[src/rtl/bin2bcd_seq.sv]
// Sequential binary-to-BCD converter (double-dabble, one bit per clock) with
// leading-zero blanking, fixed sign position and overflow dashes for display stages.
module bin2bcd_seq #(
  parameter int W      = 16,
  parameter int DIGITS = 6,
  parameter int SIGNED = 1,
  parameter int LZB    = 1
) (
  input  logic                  GCLK,
  input  logic                  RST,
  input  logic                  start,
  input  logic [W-1:0]          din,
  output logic                  busy,
  output logic                  done,
  output logic                  ovf,
  output logic [4*DIGITS-1:0]   bcd
);

  localparam int ND = DIGITS - SIGNED;
  localparam int NI = (W + 2) / 3;
  // Scratch also spans the displayed digits so formatting never indexes past it.
  localparam int NS = (ND > NI) ? ND : NI;
  localparam int CW = $clog2(W + 1);
  localparam logic [CW-1:0] LAST = CW'(W - 1);

  typedef enum logic [1:0] {
    IDLE,
    SHIFT,
    FORMAT
  } state_t;

  state_t              state_q;
  logic [W-1:0]        mag_q;
  logic                neg_q;
  logic [4*NS-1:0]     scratch_q;
  logic [CW-1:0]       cnt_q;
  logic                busy_q;
  logic                done_q;
  logic                ovf_q;
  logic [4*DIGITS-1:0] bcd_q;

  logic                negIn;
  logic [W-1:0]        magIn;
  logic [4*NS-1:0]     scratchAdj;
  logic [4*NS-1:0]     scratch_d;
  logic [W-1:0]        mag_d;
  logic [4*DIGITS-1:0] fmtBcd;
  logic                fmtOvf;
  logic                seenNz;

  // -2^(W-1) negates to itself, which is exactly 2^(W-1) read as unsigned.
  always_comb begin
    negIn = (SIGNED != 0) && din[W-1];
    magIn = negIn ? (~din + W'(1)) : din;
  end

  always_comb begin
    scratchAdj = scratch_q;
    for (int i = 0; i < NS; i++) begin
      if (scratch_q[4*i +: 4] >= 4'd5) begin
        scratchAdj[4*i +: 4] = scratch_q[4*i +: 4] + 4'd3;
      end
    end
    {scratch_d, mag_d} = {scratchAdj, mag_q} << 1;
  end

  always_comb begin
    fmtOvf = 1'b0;
    for (int i = 0; i < NS; i++) begin
      if (i >= ND && scratch_q[4*i +: 4] != 4'd0) begin
        fmtOvf = 1'b1;
      end
    end
    fmtBcd = {DIGITS{4'hA}};
    seenNz = 1'b0;
    // Walk from the most significant displayed digit down; digit 0 is always numeric.
    for (int i = ND - 1; i >= 0; i--) begin
      if (scratch_q[4*i +: 4] != 4'd0) begin
        seenNz = 1'b1;
      end
      if (LZB != 0 && !seenNz && i != 0) begin
        fmtBcd[4*i +: 4] = 4'hA;
      end else begin
        fmtBcd[4*i +: 4] = scratch_q[4*i +: 4];
      end
    end
    if (SIGNED != 0) begin
      fmtBcd[4*(DIGITS-1) +: 4] = neg_q ? 4'hF : 4'hA;
    end
    if (fmtOvf) begin
      fmtBcd = {DIGITS{4'hF}};
    end
  end

  always_ff @(posedge GCLK) begin
    if (RST) begin
      state_q   <= IDLE;
      mag_q     <= '0;
      neg_q     <= 1'b0;
      scratch_q <= '0;
      cnt_q     <= '0;
      busy_q    <= 1'b0;
      done_q    <= 1'b0;
      ovf_q     <= 1'b0;
      bcd_q     <= {DIGITS{4'hA}};
    end else begin
      done_q <= 1'b0;
      case (state_q)
        IDLE: begin
          if (start) begin
            mag_q     <= magIn;
            neg_q     <= negIn;
            scratch_q <= '0;
            cnt_q     <= '0;
            busy_q    <= 1'b1;
            state_q   <= SHIFT;
          end
        end
        SHIFT: begin
          scratch_q <= scratch_d;
          mag_q     <= mag_d;
          cnt_q     <= cnt_q + CW'(1);
          if (cnt_q == LAST) begin
            state_q <= FORMAT;
          end
        end
        FORMAT: begin
          bcd_q   <= fmtBcd;
          ovf_q   <= fmtOvf;
          done_q  <= 1'b1;
          busy_q  <= 1'b0;
          state_q <= IDLE;
        end
        default: state_q <= IDLE;
      endcase
    end
  end

  assign busy = busy_q;
  assign done = done_q;
  assign ovf  = ovf_q;
  assign bcd  = bcd_q;

endmodule

[config.mk]
export PLATFORM = sky130hd
export DESIGN_NAME = bin2bcd_seq
export DESIGN_NICKNAME = d
export VERILOG_FILES = /design/src/rtl/bin2bcd_seq.sv
export SDC_FILE = /design/constraint.sdc
export NUM_CORES = 1
export LEC_CHECK = 0
export BUFFER_PORTS_ARGS = -buffer_cell sky130_fd_sc_hd__buf_4
export CORE_ASPECT_RATIO = 0.9
export CORE_MARGIN = 5
export CORE_UTILIZATION = 35
export CTS_CLUSTER_SIZE = 20
export DETAILED_ROUTE_END_ITERATION = 10
export HOLD_SLACK_MARGIN = 0.1
export PLACE_DENSITY = 0.49
export SKIP_LAST_GASP = 1
export SYNTH_ARGS = -nofsm -noshare
export SYNTH_HDL_FRONTEND = slang
export SYNTH_SLANG_ARGS = --single-unit
[constraint.sdc]
create_clock -name GCLK -period 2.78 [get_ports GCLK]
set_clock_uncertainty 0.2 [all_clocks]
set_input_delay 0.278 -clock GCLK [delete_from_list [all_inputs] [get_ports GCLK]]
set_output_delay 0.278 -clock GCLK [all_outputs]
set_load 0.01 [all_outputs]
Word level (Yosys, flattened, before mapping)
Cells that the tools add are included.
{"block": "totals", "input_bits": 19, "reg_bits": 75, "output_inout_bits": 27}
{"block": "classes", "reduce_logical": 12, "n_lt_le_gt_ge": 6, "n_bitwise": 1, "n_mux": 30, "n_addsub": 8, "n_eq_ne": 5}
{"op": "$pmux 24 s2", "count": 1}
{"op": "$mux 4", "count": 9}
{"op": "$mux 16", "count": 2}
{"op": "$pmux 16 s2", "count": 1}
{"op": "$ge 4x3->1 const B", "count": 6}
{"op": "$mux 24", "count": 1}
{"op": "$mux 23", "count": 1}
{"op": "$add 4x2->4 const B", "count": 5}
{"op": "$reduce_bool 4->1", "count": 5}
{"op": "$add 16x1->16 const B", "count": 1}
{"op": "$not 16->16", "count": 1}
{"op": "$pmux 5 s2", "count": 1}
{"op": "$reduce_and 2->1", "count": 4}
{"op": "$mux 1", "count": 7}
{"op": "$mux 3", "count": 2}
{"op": "$add 5x1->5 const B", "count": 1}
{"op": "$eq 5x4->1 const B", "count": 1}
{"op": "$mux 5", "count": 1}
{"op": "$mux 2", "count": 2}
{"op": "$ne 2x2->1 const B", "count": 2}
{"op": "$pmux 2 s2", "count": 1}
{"op": "$reduce_bool 2->1", "count": 2}
{"op": "$add 3x2->3 const B", "count": 1}
{"op": "$eq 2x1->1 const B", "count": 1}
{"op": "other kinds (3)", "count": 3}

Depth between registers and ports, before layout
{"block": "logic_depth", "ltp_word": 7, "ltp_mapped": 8, "depth_no_buf": 7}

Worst setup path after synthesis
OpenSTA, ideal clock, no wires.
{"block": "synth_timing", "path_kind": "reg-to-reg", "from": "register scratch_q[16]", "to": "register bcd_q[4] (netlist: bcd[4])", "path_slack_ns": 0.593, "t_arrival_ns": 1.855, "path_stages_with_launch": 8, "required_time_ns": 2.449, "n_path_buf": 0, "setup_time_ns": 0.131, "cell_sequence": "dfxtp_1 inv_1 ha_1 nor3b_2 nand4_1 or4b_2 a21oi_1 nor3_1"}
{"block": "synth_via", "elab_chain_cells": 7}
{"element": "from (decl)", "line": "35", "rtl": "logic [4*NS-1:0] scratch_q;"}
{"element": "from (signal assigned)", "line": "120", "rtl": "scratch_q <= scratch_d;"}
{"element": "$reduce_bool 4->1", "line": "78", "rtl": "if (scratch_q[4*i +: 4] != 4'd0) begin"}
{"element": "$mux 1 (4 in series)", "line": "78"}
{"element": "$mux 4", "line": "81", "rtl": "if (LZB != 0 && !seenNz && i != 0) begin"}
{"element": "$mux 23", "line": "90", "rtl": "if (fmtOvf) begin"}
{"element": "to (signal assigned)", "line": "105", "rtl": "bcd_q <= {DIGITS{4'hA}};"}
{"element": "to (signal assigned)", "line": "128", "rtl": "bcd_q <= fmtBcd;"}
{"element": "to (decl)", "line": "40", "rtl": "logic [4*DIGITS-1:0] bcd_q;"}
No other way between the ends.
A chain may end at the register's enable or synchronous reset.

Worst setup path after layout
{"block": "layout_timing", "from": "input port din[0]", "to": "register mag_q[14]"}
{"block": "layout_via", "elab_chain_cells": 5}
{"element": "from (decl)", "line": "12", "rtl": "input logic [W-1:0] din,"}
{"element": "$not 16->16", "line": "54", "rtl": "magIn = negIn ? (~din + W'(1)) : din;"}
{"element": "$add 16x1->16", "line": "54"}
{"element": "$mux 16", "line": "54"}
{"element": "$mux 16", "line": "110", "rtl": "if (start) begin"}
{"element": "$pmux 16 s2", "line": "108", "rtl": "case (state_q)"}
{"element": "to (signal assigned)", "line": "111", "rtl": "mag_q <= magIn;"}
{"element": "to (signal assigned)", "line": "121", "rtl": "mag_q <= mag_d;"}
{"element": "to (decl)", "line": "33", "rtl": "logic [W-1:0] mag_q;"}
No other way between the ends. The select of a mux whose other input is x is not followed.

==> results.md <==
* Status: finished clean
* Clock power frac at 52.6%
* Ant diodes at 0
* Max-cap violation count at 0
* Top Usage Layer GRT: met2
* Worst Hold Depth at 5
* Rel. slew slack at 42.5%
* I/O pin count at 46
* Setup TNS at 0 ns
* Crit. End Element: flop
* Core Box Area at 9780 µm²
* Hold WC Path Type: in -> reg
* CTS tree: built
* Flops & latches, synth at 72
* Pin count of the biggest net entering global routing at 43
* # Post-CTS Setup Buffers at 0
* DP Worst Slack at 0.449 ns
* Leading cell type in the layout, fill and taps excluded: dfxtp_1
* Die ar. at 12200 µm²
* Final ANT Viol Nets at 0
* Via count at 3105
* P_int at around 0.0021 W
* # H-tree levels at 3
* Critical path arrival at roughly 2.5 ns
* Clock buffer count from CTS at 9
* Most frequent cells in the layout: dfxtp_1, nor2_1, buf_4
* Vias in the first global route at 2915
* Leak at approximately 1.7 nW
* Sw Share at 21.2%
* Startpoint class of the critical path: primary input
* R2R depth at 7
* Worst slew pin tran at 0.862 ns
* Multi-input logic area at around 1900 µm²
* Hold Violations, Final at 0
* Initial antenna violation count at 0
* Placed Cells at 571
* Fraction of layout cells with a size suffix above 1 at 16.4%
* Power Density at roughly 600 nW/µm²
* Number of filler cells placed in the layout at 1012
* Global route total overflow at 0
* Post-Syn Area at 3530 µm²
* Grt met1 use at 19.9%
* Main flop type after synthesis: dfxtp_1
* Number of flops mapped to enable cells by yosys at 0
* Final setup violation count at 0
* Critical hold path startpoint: din[1]
* Sequential cell area at 1440 µm²
* Routed wire per std cell at 14.7 µm
* Synth-to-Final Area Change at 26.4%
* Hold Path Sink: mag_q[1]$_SDFFE_PP0P_
* RSZ-0062 raised after global routing: no
* Final design utilization at a little under half
* Flop pwr share at approximately 40%
* Reg-to-Reg End: bcd[4]$_SDFFE_PP0P_
* Reg2Reg Setup Slack at 0.46 ns
* Critical path class: in -> reg
* Row cnt at 34
* Fin crit share at roughly 86%
* Sink Count at between 70 and 80
* Post-route DRC at 0
* Starting DRT DRC Count at between 150 and 200
* Yosys Warn Count at 0
* 1st-pass router iterations at 4
* Synth async-reset ratio at 0%
* First-pass GRT wire length at 14.7 mm
* GRT Total Usage at 15.2%
* Distinct cells, synth at 52
* Period minus WS final at 2.40 ns
* Overall routed net length at between 8 and 9 mm
* Port bufs at 43
* FF-to-FF Start: scratch_q[16]$_SDFFE_PP0P_
* Final nets at 508
* Peak supply drop at roughly 500 µV
* Die width at 116 µm
* Post-synthesis sequential area ratio at between 40% and 50%
* Gate power share at 7.8%
* Slew Viols, Final at 0
* Met2 Usage GRT at 24.2%
* Global placer's final weighted congestion at 0.774
* CTS root buffer: clkbuf_16
* Worst-path clk slew at roughly 0.050 ns
* Syn Inst Count at 423
* Max Root-Sink Buffers at 2
* Psw at 0.000572 W
* Vias/cell at 5.17
* GR Util met3 at 4.24%
* Post-DP HPWL at 5.91 mm
* Worst endpoint required time at approximately 2.8 ns
* Max FO, Critical Path at 6
* Initial Utilization at a little over a third
* Avg Cell Area, Syn at 8.35 µm²
* Finished Layout Cells at between 600 and 700
* Setup slack after layout at 0.378 ns
* Die H at ~110 µm
* Worst-Skew Late Latency at between 0.3 and 0.4 ns
* Total power at 0.00270 W
* Max Freq at 0.416 GHz
metrics by stage:
stage / hold slack [ns] / area (µm²)
floorplan: 0.162 / 3540
global placement: 0.244 / 3960
detailed placement: 0.246 / 3960
CTS: 0.141 / 4470
global route: 0.190 / 4470
finish: 0.152 / 4470
registers in the layout, indices dropped and copies added (netlist names):
signal	flops
state_q	2
done	1
scratch_q	24
mag_q	16
bcd	21
cnt_q	5
neg_q	1
busy	1
ovf	1
cells in the mapped netlist (2+ instances only):
cell type  instances  area share (%)
buf_4              3            0.64
a21oi_1           36             5.1
a22oi_1           21             4.5
dfxtp_1           72              41
xor2_1             4            0.99
nand4_1            2            0.35
nand2b_1           9             1.6
nor2b_1            3            0.53
o22ai_1            3            0.53
xnor2_1           17             4.2
inv_1             18             1.9
a221oi_1           2            0.50
or2_2              2            0.35
nand2_1           25             2.7
o22a_1             5             1.2
and2_1             3            0.53
or3_1              2            0.35
a21o_1             2            0.42
mux2i_1            2            0.57
o22a_2             2            0.57
a31oi_1            2            0.35
o32a_1             2            0.57
clkbuf_1          24             2.5
nand3_1           12             1.7
o31ai_1            4            0.85
o21ai_0           15             2.1
ha_1              19             6.7
o311ai_0           2            0.50
nor3_1            18             2.5
nor2_1            58             6.2
buf_1              2            0.21
o41ai_1            4            0.99
a32oi_1            2            0.50
nor3b_1            3            0.64
o211ai_1           4            0.85
or4_1              2            0.42
nand3b_1           2            0.42
final cells by class:
class                      instances  share of cell area [%]
tap                              126                    3.53
clock buffer                      10                    5.35
multi-input combinational        304                    42.7
sequential                        72                    32.3
inverter                          18                    1.51
timing repair buffer              65                    11.7
clock inverter                     6                    2.91
per-layer routing:
metal / share of wire [%] / vias to the layer above / routed length [µm]
met2: 46 / 54 / 4080
met3: 3.7 / 9 / 328
li1: - / 1584 / -
met5: 0 / - / 0
met1: 49 / 1458 / 4300
met4: 1.2 / 0 / 106
repair_timing:
action / CTS / global route
endpoints found under the hold margin: 15 / 0
setup endpoints to repair: 0 / 0
hold buffers: 14 / 0
gates resized for setup: 0 / 0
cells by family (layout without fill, tap and decap cells):
logic type / count (synthesis) / in the layout / share of synthesized area (%)
buffers and inverters: 48 / 99 / 5.45
AOI/OAI and AO/OA: 110 / 110 / 20.6
adders and majority gates: 19 / 19 / 6.73
xor gates and xnor gates: 21 / 21 / 5.21
muxes: 2 / 2 / 0.567
and+or+nand+nor: 150 / 150 / 20.5
DFF: 72 / 72 / 40.8
other: 1 / 2 / 0.106
power groups by stage:
| stage | registers [W] | logic [W] | clock network (W) |
|---|---|---|---|
| floorplan | 0.00109 | 0.000129 | 0 |
| global placement | 0.00109 | 0.000194 | 0 |
| detailed placement | 0.00109 | 0.000197 | 0 |
| CTS | 0.00107 | 0.000212 | 0.00146 |
| global route | 0.00107 | 0.000236 | 0.00150 |
| finish | 0.00107 | 0.000210 | 0.00142 |
worst max path at each step:
stage                                     from                         to  slack, ns
finish                                  din[0]     mag_q[14]$_SDFFE_PP0P_       0.38
global route                             start  scratch_q[3]$_SDFFE_PP0P_       0.20
CTS                                     din[0]     mag_q[14]$_SDFFE_PP0P_       0.40
detailed placement  scratch_q[16]$_SDFFE_PP0P_        bcd[4]$_SDFFE_PP0P_       0.45
global placement    scratch_q[16]$_SDFFE_PP0P_        bcd[4]$_SDFFE_PP0P_       0.52
floorplan           scratch_q[16]$_SDFFE_PP0P_        bcd[4]$_SDFFE_PP0P_       0.59
worst max-delay path, cell delays in order:
cell and delay [ns]:
dlygate4sd3_1 0.54, buf_4 0.15, inv_1 0.05, ha_1 0.14, or3b_2 0.53, o41ai_1 0.40, xnor2_1 0.16, nand2_1 0.07
a21oi_1 0.13
(Power assumes the default switching activity.)
